`config.mk`:
```
export PLATFORM = sky130hd
export DESIGN_NAME = mem_arbiter
export DESIGN_NICKNAME = d
export VERILOG_FILES = /design/src/rtl/mem_arbiter.sv
export SDC_FILE = /design/constraint.sdc
export NUM_CORES = 1
export LEC_CHECK = 0
export BUFFER_PORTS_ARGS = -buffer_cell sky130_fd_sc_hd__clkbuf_2
export CAP_MARGIN = 10
export CORE_AREA = 2 2 106 108
export CTS_CLUSTER_DIAMETER = 150
export DETAILED_ROUTE_END_ITERATION = 16
export DIE_AREA = 0 0 108 110
export GPL_TIMING_DRIVEN = 0
export PLACE_DENSITY = 0.74
export SYNTH_ARGS = -nofsm -noshare
export SYNTH_HDL_FRONTEND = slang
export SYNTH_SLANG_ARGS = --single-unit
```
`constraint.sdc`:
```
create_clock -name clk -period 3 [get_ports clk]
set_input_delay 0.15 -clock clk [delete_from_list [all_inputs] [get_ports clk]]
set_output_delay 0.15 -clock clk [all_outputs]
set_load 0.05 [all_outputs]
```
`src/rtl/mem_arbiter.sv`:
```
// rtl/mem_arbiter.sv - two-requester unified memory port arbiter; option macro MEM_ARB_FIXED_PRIO_EN
module mem_arbiter #(
    parameter int ADDR_W  = 32,
    parameter int DATA_W  = 32,
    parameter int MEM_LAT = 1
) (
    input  logic              clk,
    input  logic              reset,
    input  logic              req0_valid,
    input  logic              req0_wr,
    input  logic [ADDR_W-1:0] req0_addr,
    input  logic [DATA_W-1:0] req0_wdata,
    output logic              req0_ready,
    output logic              req0_done,
    input  logic              req1_valid,
    input  logic              req1_wr,
    input  logic [ADDR_W-1:0] req1_addr,
    input  logic [DATA_W-1:0] req1_wdata,
    output logic              req1_ready,
    output logic              req1_done,
    output logic [DATA_W-1:0] rdata,
    output logic [ADDR_W-1:0] mem_addr,
    output logic              mem_wr,
    output logic [DATA_W-1:0] mem_wdata,
    input  logic [DATA_W-1:0] mem_rdata,
    output logic              busy,
    output logic              gnt_id
);

    generate
        if (MEM_LAT < 1 || MEM_LAT > 4) begin : g_bad_mem_lat
            $error("mem_arbiter: MEM_LAT must be within 1..4");
        end
    endgenerate

    // Index of the final ACCESS cycle of a read.
    localparam logic [1:0] LAT_LAST = 2'(MEM_LAT - 1);

    typedef enum logic [1:0] {
        IDLE   = 2'd0,
        ACCESS = 2'd1,
        DONE   = 2'd2
    } state_t;

    state_t     state;
    state_t     state_next;
    logic       last_grant;
    logic       acc_wr;
    logic [1:0] lat_cnt;
    logic       winner;
    logic       any_valid;

    assign any_valid = req0_valid | req1_valid;
    assign busy      = (state != IDLE);

    // Pick the requester that would own the port if it were free this cycle.
    always_comb begin
        winner = 1'b0;
        if (req0_valid && req1_valid) begin
`ifdef MEM_ARB_FIXED_PRIO_EN
            winner = 1'b0;
`else
            winner = ~last_grant;
`endif
        end else if (req1_valid) begin
            winner = 1'b1;
        end
    end

    // State register.
    always_ff @(posedge clk) begin
        if (!reset) begin
            state <= IDLE;
        end else begin
            state <= state_next;
        end
    end

    // Next state plus handshake outputs; handshakes are masked while reset is held.
    always_comb begin
        state_next = state;
        req0_ready = 1'b0;
        req1_ready = 1'b0;
        req0_done  = 1'b0;
        req1_done  = 1'b0;
        case (state)
            IDLE: begin
                if (reset && any_valid) begin
                    req0_ready = ~winner;
                    req1_ready = winner;
                    state_next = ACCESS;
                end
            end
            ACCESS: begin
                if (acc_wr || (lat_cnt == LAT_LAST)) begin
                    state_next = DONE;
                end
            end
            DONE: begin
                req0_done  = reset & ~gnt_id;
                req1_done  = reset & gnt_id;
                state_next = IDLE;
            end
            default: begin
                state_next = IDLE;
            end
        endcase
    end

    // Memory drive registers, grant bookkeeping, latency counter and read capture.
    always_ff @(posedge clk) begin
        if (!reset) begin
            mem_addr   <= '0;
            mem_wdata  <= '0;
            mem_wr     <= 1'b0;
            rdata      <= '0;
            gnt_id     <= 1'b0;
            last_grant <= 1'b1;
            acc_wr     <= 1'b0;
            lat_cnt    <= 2'd0;
        end else begin
            // The write strobe lives for the single cycle after acceptance.
            mem_wr <= 1'b0;
            if (state == IDLE && any_valid) begin
                mem_addr   <= winner ? req1_addr  : req0_addr;
                mem_wdata  <= winner ? req1_wdata : req0_wdata;
                mem_wr     <= winner ? req1_wr    : req0_wr;
                acc_wr     <= winner ? req1_wr    : req0_wr;
                gnt_id     <= winner;
                last_grant <= winner;
                lat_cnt    <= 2'd0;
            end else if (state == ACCESS && !acc_wr) begin
                if (lat_cnt == LAT_LAST) begin
                    rdata <= mem_rdata;
                end else begin
                    lat_cnt <= lat_cnt + 2'd1;
                end
            end
        end
    end

endmodule

```
* Word level (Yosys, flattened, before mapping)
Cells that the tools add are included.
** Operators by class
- Add/subtract/negate cells :: 1
- $mul :: 0
- Div/mod/pow operators :: 0
- Order comparisons :: 0
- Eq/ne operators :: 4
- Shift operators :: 0
- Mux-type cells :: 14
- Bitwise logic cells :: 9
- Reductions and logical operators :: 14
** Operators by type and width (number)
- 32-bit two-way mux :: 2
- 1-bit two-way mux :: 9
- 1-bit inverter :: 6
- 2-bit AND reduction :: 3
- 1-bit logical AND :: 4
- 2-bit logical NOT :: 2
- 2-bit two-way mux :: 2
- 2-bit inequality test, second input constant :: 2
- 2-bit one-hot mux with 2 select lines :: 1
- 3-bit AND reduction :: 1
- 2-bit by 1-bit adder with 2-bit output, second input constant :: 1
- 1-bit AND :: 2
- 2-bit by 1-bit equality test with 1-bit output, second input constant :: 1
- 2-bit equality test, second input constant :: 1
- 2-bit nonzero test :: 1
- 2-bit OR reduction :: 1
- 1-bit logical NOT :: 1
- 1-bit logical OR :: 1
- 1-bit OR :: 1
** Word-level totals
- Register bits after elaboration :: 104
- Bits in latches :: 0
- Memory bits (writable) :: 0
- Memory bits (read-only) :: 0
- Input port bits :: 166
- Output and inout port bits :: 103
- Memories :: 0

* Longest topological paths before layout
- Word-level depth :: 5
- Mapped depth :: 7

* Least setup slack after synthesis
OpenSTA, ideal clock, no wires.
- Path kind :: register to output
- Start :: reg gnt_id
- End :: out req1_done
- Arrival :: 1.870 ns
- Data required time :: 2.850 ns
- Slack :: 0.980 ns
- Stages on the path, launching flop included :: 2
- Buffers on the path :: 0
- Path through :: dfxtp_1 -> nor3b_1
** Between the ends
- Word-level cells in the longest chain between the ends :: 2
** RTL lines
- start, declared :: RTL line 27 : output logic gnt_id
- start signal, assigned :: RTL line 129 : gnt_id <= winner;
- 1-bit AND :: RTL line 101 : req1_done = reset & gnt_id;
- 1-bit two-way mux :: RTL line 86 : case (state)
- end, declared :: RTL line 20 : output logic req1_done,
No other way between the ends.

* Final worst setup path
- Start :: reg state[0]
- End :: out req0_ready
** Between the ends
- Word-level cells in the longest chain between the ends :: 2
** RTL lines
- start, declared :: RTL line 45 : state_t state;
- start signal, assigned :: RTL line 75 : state <= state_next;
- 2-bit logical NOT :: RTL line 86
- 1-bit two-way mux :: RTL line 86
- end, declared :: RTL line 13 : output logic req0_ready,
No other way between the ends.

==> metrics.md <==
| Metric | Value |
|---|---|
| Area Growth Syn to Fin | 47.1% |
| Drt wl/cell | 15.4 um |
| Hold path depth | 3 |
| Synthesis warning total | 0 |
| # nets final | 865 |
| Area leader, netlist | dfxtp_1 |
| Height of the die | 110 um |
| Worst EP required | 2850 ps |
| I/O Pins | 269 |
| Internal power | 2.36 mW |
| Final Hold Viols | 0 |
| Place WS | 1250 ps |
| Die width | 108 um |
| H-tree Lvls | 3 |
| # setup viols final | 0 |
| Final Critical Period | 2090 ps |
| Clock Tree Buf Depth | 2 |
| Synth area leaders | dfxtp_1, mux2i_1, o2bb2ai_1 |
| Synth Register Bits | 104 |
| Startpoint Class | flip-flop |
| Avg Cell Area, Syn | 10.9 um^2 |
| Fin Setup TNS | 0 ps |
| Maximum net fanout on the critical path | 10 |
| Crit end category | output pin |
| Part of the power in registers | 43.5% |
| CTS buffer count | 9 |
| Vias in the first global route | 3888 |
| Total length of routed wires | 13000 um |
| DP HPWL | 9920 um |
| Global-route wire length before repair | 19000 um |
| Clk root buf | clkbuf_8 |
| Part of the cycle the worst path needs | 69.5% |
| Peak Freq | 479 MHz |
| GPL Wtd Cong | 0.779 |
| Register area share after synthesis | 48.8% |
| Vias per cell | 4.85 |
| Clk slew on worst S/H paths | 100 ps |
| Worst Reg2Reg Path Length in Cells | 7 |
| Final core utilization | 58.6% |
| Total power | 3.61 mW |
| Cells after synthesis | 393 |
| Clock insertion delay at the later pin of the skew report | 360 ps |
| Crit path arrival time | 1940 ps |
| Worst min path class | input port to flip-flop |
| Mapped Nets | 560 |
| Clock power frac | 27.1% |
| Final setup margin | 914 ps |
| Initial antenna violation count | 0 |
| WS Path Type | flip-flop to output pin |
| Comb power frac | 29.4% |
| ANT cells | 0 |
| Yosys top cell area share | 48.8% |
| Net switching power | 1.25 mW |
| Max-cap viol count | 0 |
| Most frequent cells in the layout | clkbuf_2, dfxtp_1, nand2_1, mux2i_1, o2bb2ai_1 |
| Worst-margin pin slew | 529 ps |
| Starting Density | 39.9% |
| CORE AREA | 10700 um^2 |
| Clk sinks | 104 |
| Peak supply drop | 0.274 mV |
| Overall Global Routing Usage | 20.7% |
| Power density cells | 576 nW/um^2 |
| Die area | 11900 um^2 |
| Pleak | 2.97 nW |
| Vias | 4089 |
| Clock skew | 10.9 ps |
| Post-route DRC | 0 |
| Most common cell after layout, fill and taps aside | clkbuf_2 |
| Detailed Routing Iterations Pass 1 | 4 |
| Mapped Area | 4260 um^2 |
| Status | finished clean |
| GRT Residual Overflow | 0 |
| Rows | 38 |
| Layout cells sized above 1 | 44.7% |
| ANT nets after route | 0 |
| Switching part of the total | 34.6% |
| Max-slew headroom | 64.8% |
| CTS tree | yes |
| RSZ-0062 raised after global routing | false |
| Netlist cell types | 30 |
| Initial DRC count | 109 |
| Port bufs | 268 |
| Largest net degree at the start of global routing | 17 |
| Slew Limit Fails | 0 |
-- sequential cells by signal (all words and copies together), names as in the netlist --
| signal | flops |
|---|---|
| acc_wr | 1 |
| mem_wdata | 32 |
| rdata | 32 |
| mem_wr | 1 |
| lat_cnt | 2 |
| last_grant | 1 |
| mem_addr | 32 |
| gnt_id | 1 |
| state | 2 |
-- routing by layer --
metal	wire length, um	track usage [%]	up-vias
met5	0	0	-
met4	289	7.97	0
met2	6670	37.9	167
met1	5120	23.0	1876
li1	-	-	2023
met3	912	5.41	23
-- through the flow --
| stage | cells | area (um^2) | hold WS (ps) |
|---|---|---|---|
| floorplan | 393 | 4260 | 285 |
| global placement | 801 | 5780 | 372 |
| detailed placement | 801 | 5780 | 380 |
| CTS | 843 | 6270 | 0.126 |
| global route | 843 | 6270 | 7.84 |
| finish | 843 | 6270 | 15.8 |
-- synthesized netlist by cell type, drive strengths merged --
| cell type | count |
|---|---|
| and3 | 1 |
| inv | 3 |
| a21boi | 33 |
| nand4bb | 1 |
| dfxtp | 104 |
| o31ai | 1 |
| clkbuf | 6 |
| mux2i | 66 |
| ha | 1 |
| nor2 | 6 |
| nand2 | 67 |
| buf | 29 |
| xnor2 | 1 |
| nor3b | 1 |
| nor3 | 1 |
| nor4bb | 2 |
| o2bb2ai | 65 |
| nand3b | 1 |
| o31a | 1 |
| o22a | 1 |
| nor4b | 1 |
| a21o | 1 |
-- cell type report --
type	count	area [um^2]
well taps	140	175
flip-flops and latches	104	2080
fillers	920	4430
multi-input cells	251	1900
clock buffers	11	151
repair buffers	294	1600
clock inverters	5	78.8
inverters	3	11.3
plain buffers	35	274
-- timing repair --
action	4_1_cts	5_1_grt
buffers inserted	0	0
hold buffers	26	0
hold endpoints to repair	26	0
gates resized for setup	0	0
-- critical path, cell delays in order (launching register included) --
cell and delay, ps:
dfxtp_1 310, buf_2 160, nor2_2 160, nand3b_2 170
buf_2 250, buf_6 170, nor2_1 80, clkbuf_2 270
-- power by group through the flow --
stage	combinational (mW)	clock, mW	sequential (mW)
2_1_floorplan	0.323	0	2.00
3_3_place_gp	1.02	0	1.60
3_5_place_dp	1.04	0	1.60
4_1_cts	1.07	1.00	1.57
5_1_grt	1.12	1.07	1.58
6_report	1.06	0.980	1.57
-- path summary, 6_finish.rpt --
| kind | from | to | slack, ps |
|---|---|---|---|
| worst max register to register | lat_cnt[0] | rdata[30] | 1390 |
| worst min-delay path | mem_rdata[15] | rdata[15] | 20 |
| worst min register to register | rdata[16] | rdata[16] | 460 |
| worst max-delay path | state[0] | req0_ready | 910 |
-- logic make-up (layout without fill, tap and decap cells) --
| logic type | count (synthesis) | after routing | synth area share (%) |
|---|---|---|---|
| buf+inv | 38 | 348 | 6.69 |
| mux | 66 | 66 | 15.5 |
| compound gates | 102 | 102 | 20.0 |
| flops | 104 | 104 | 48.8 |
| fa+ha+maj | 1 | 1 | 0.293 |
| simple gates | 81 | 81 | 8.48 |
| xor+xnor | 1 | 1 | 0.205 |
Power figures use the tool's default switching activity.
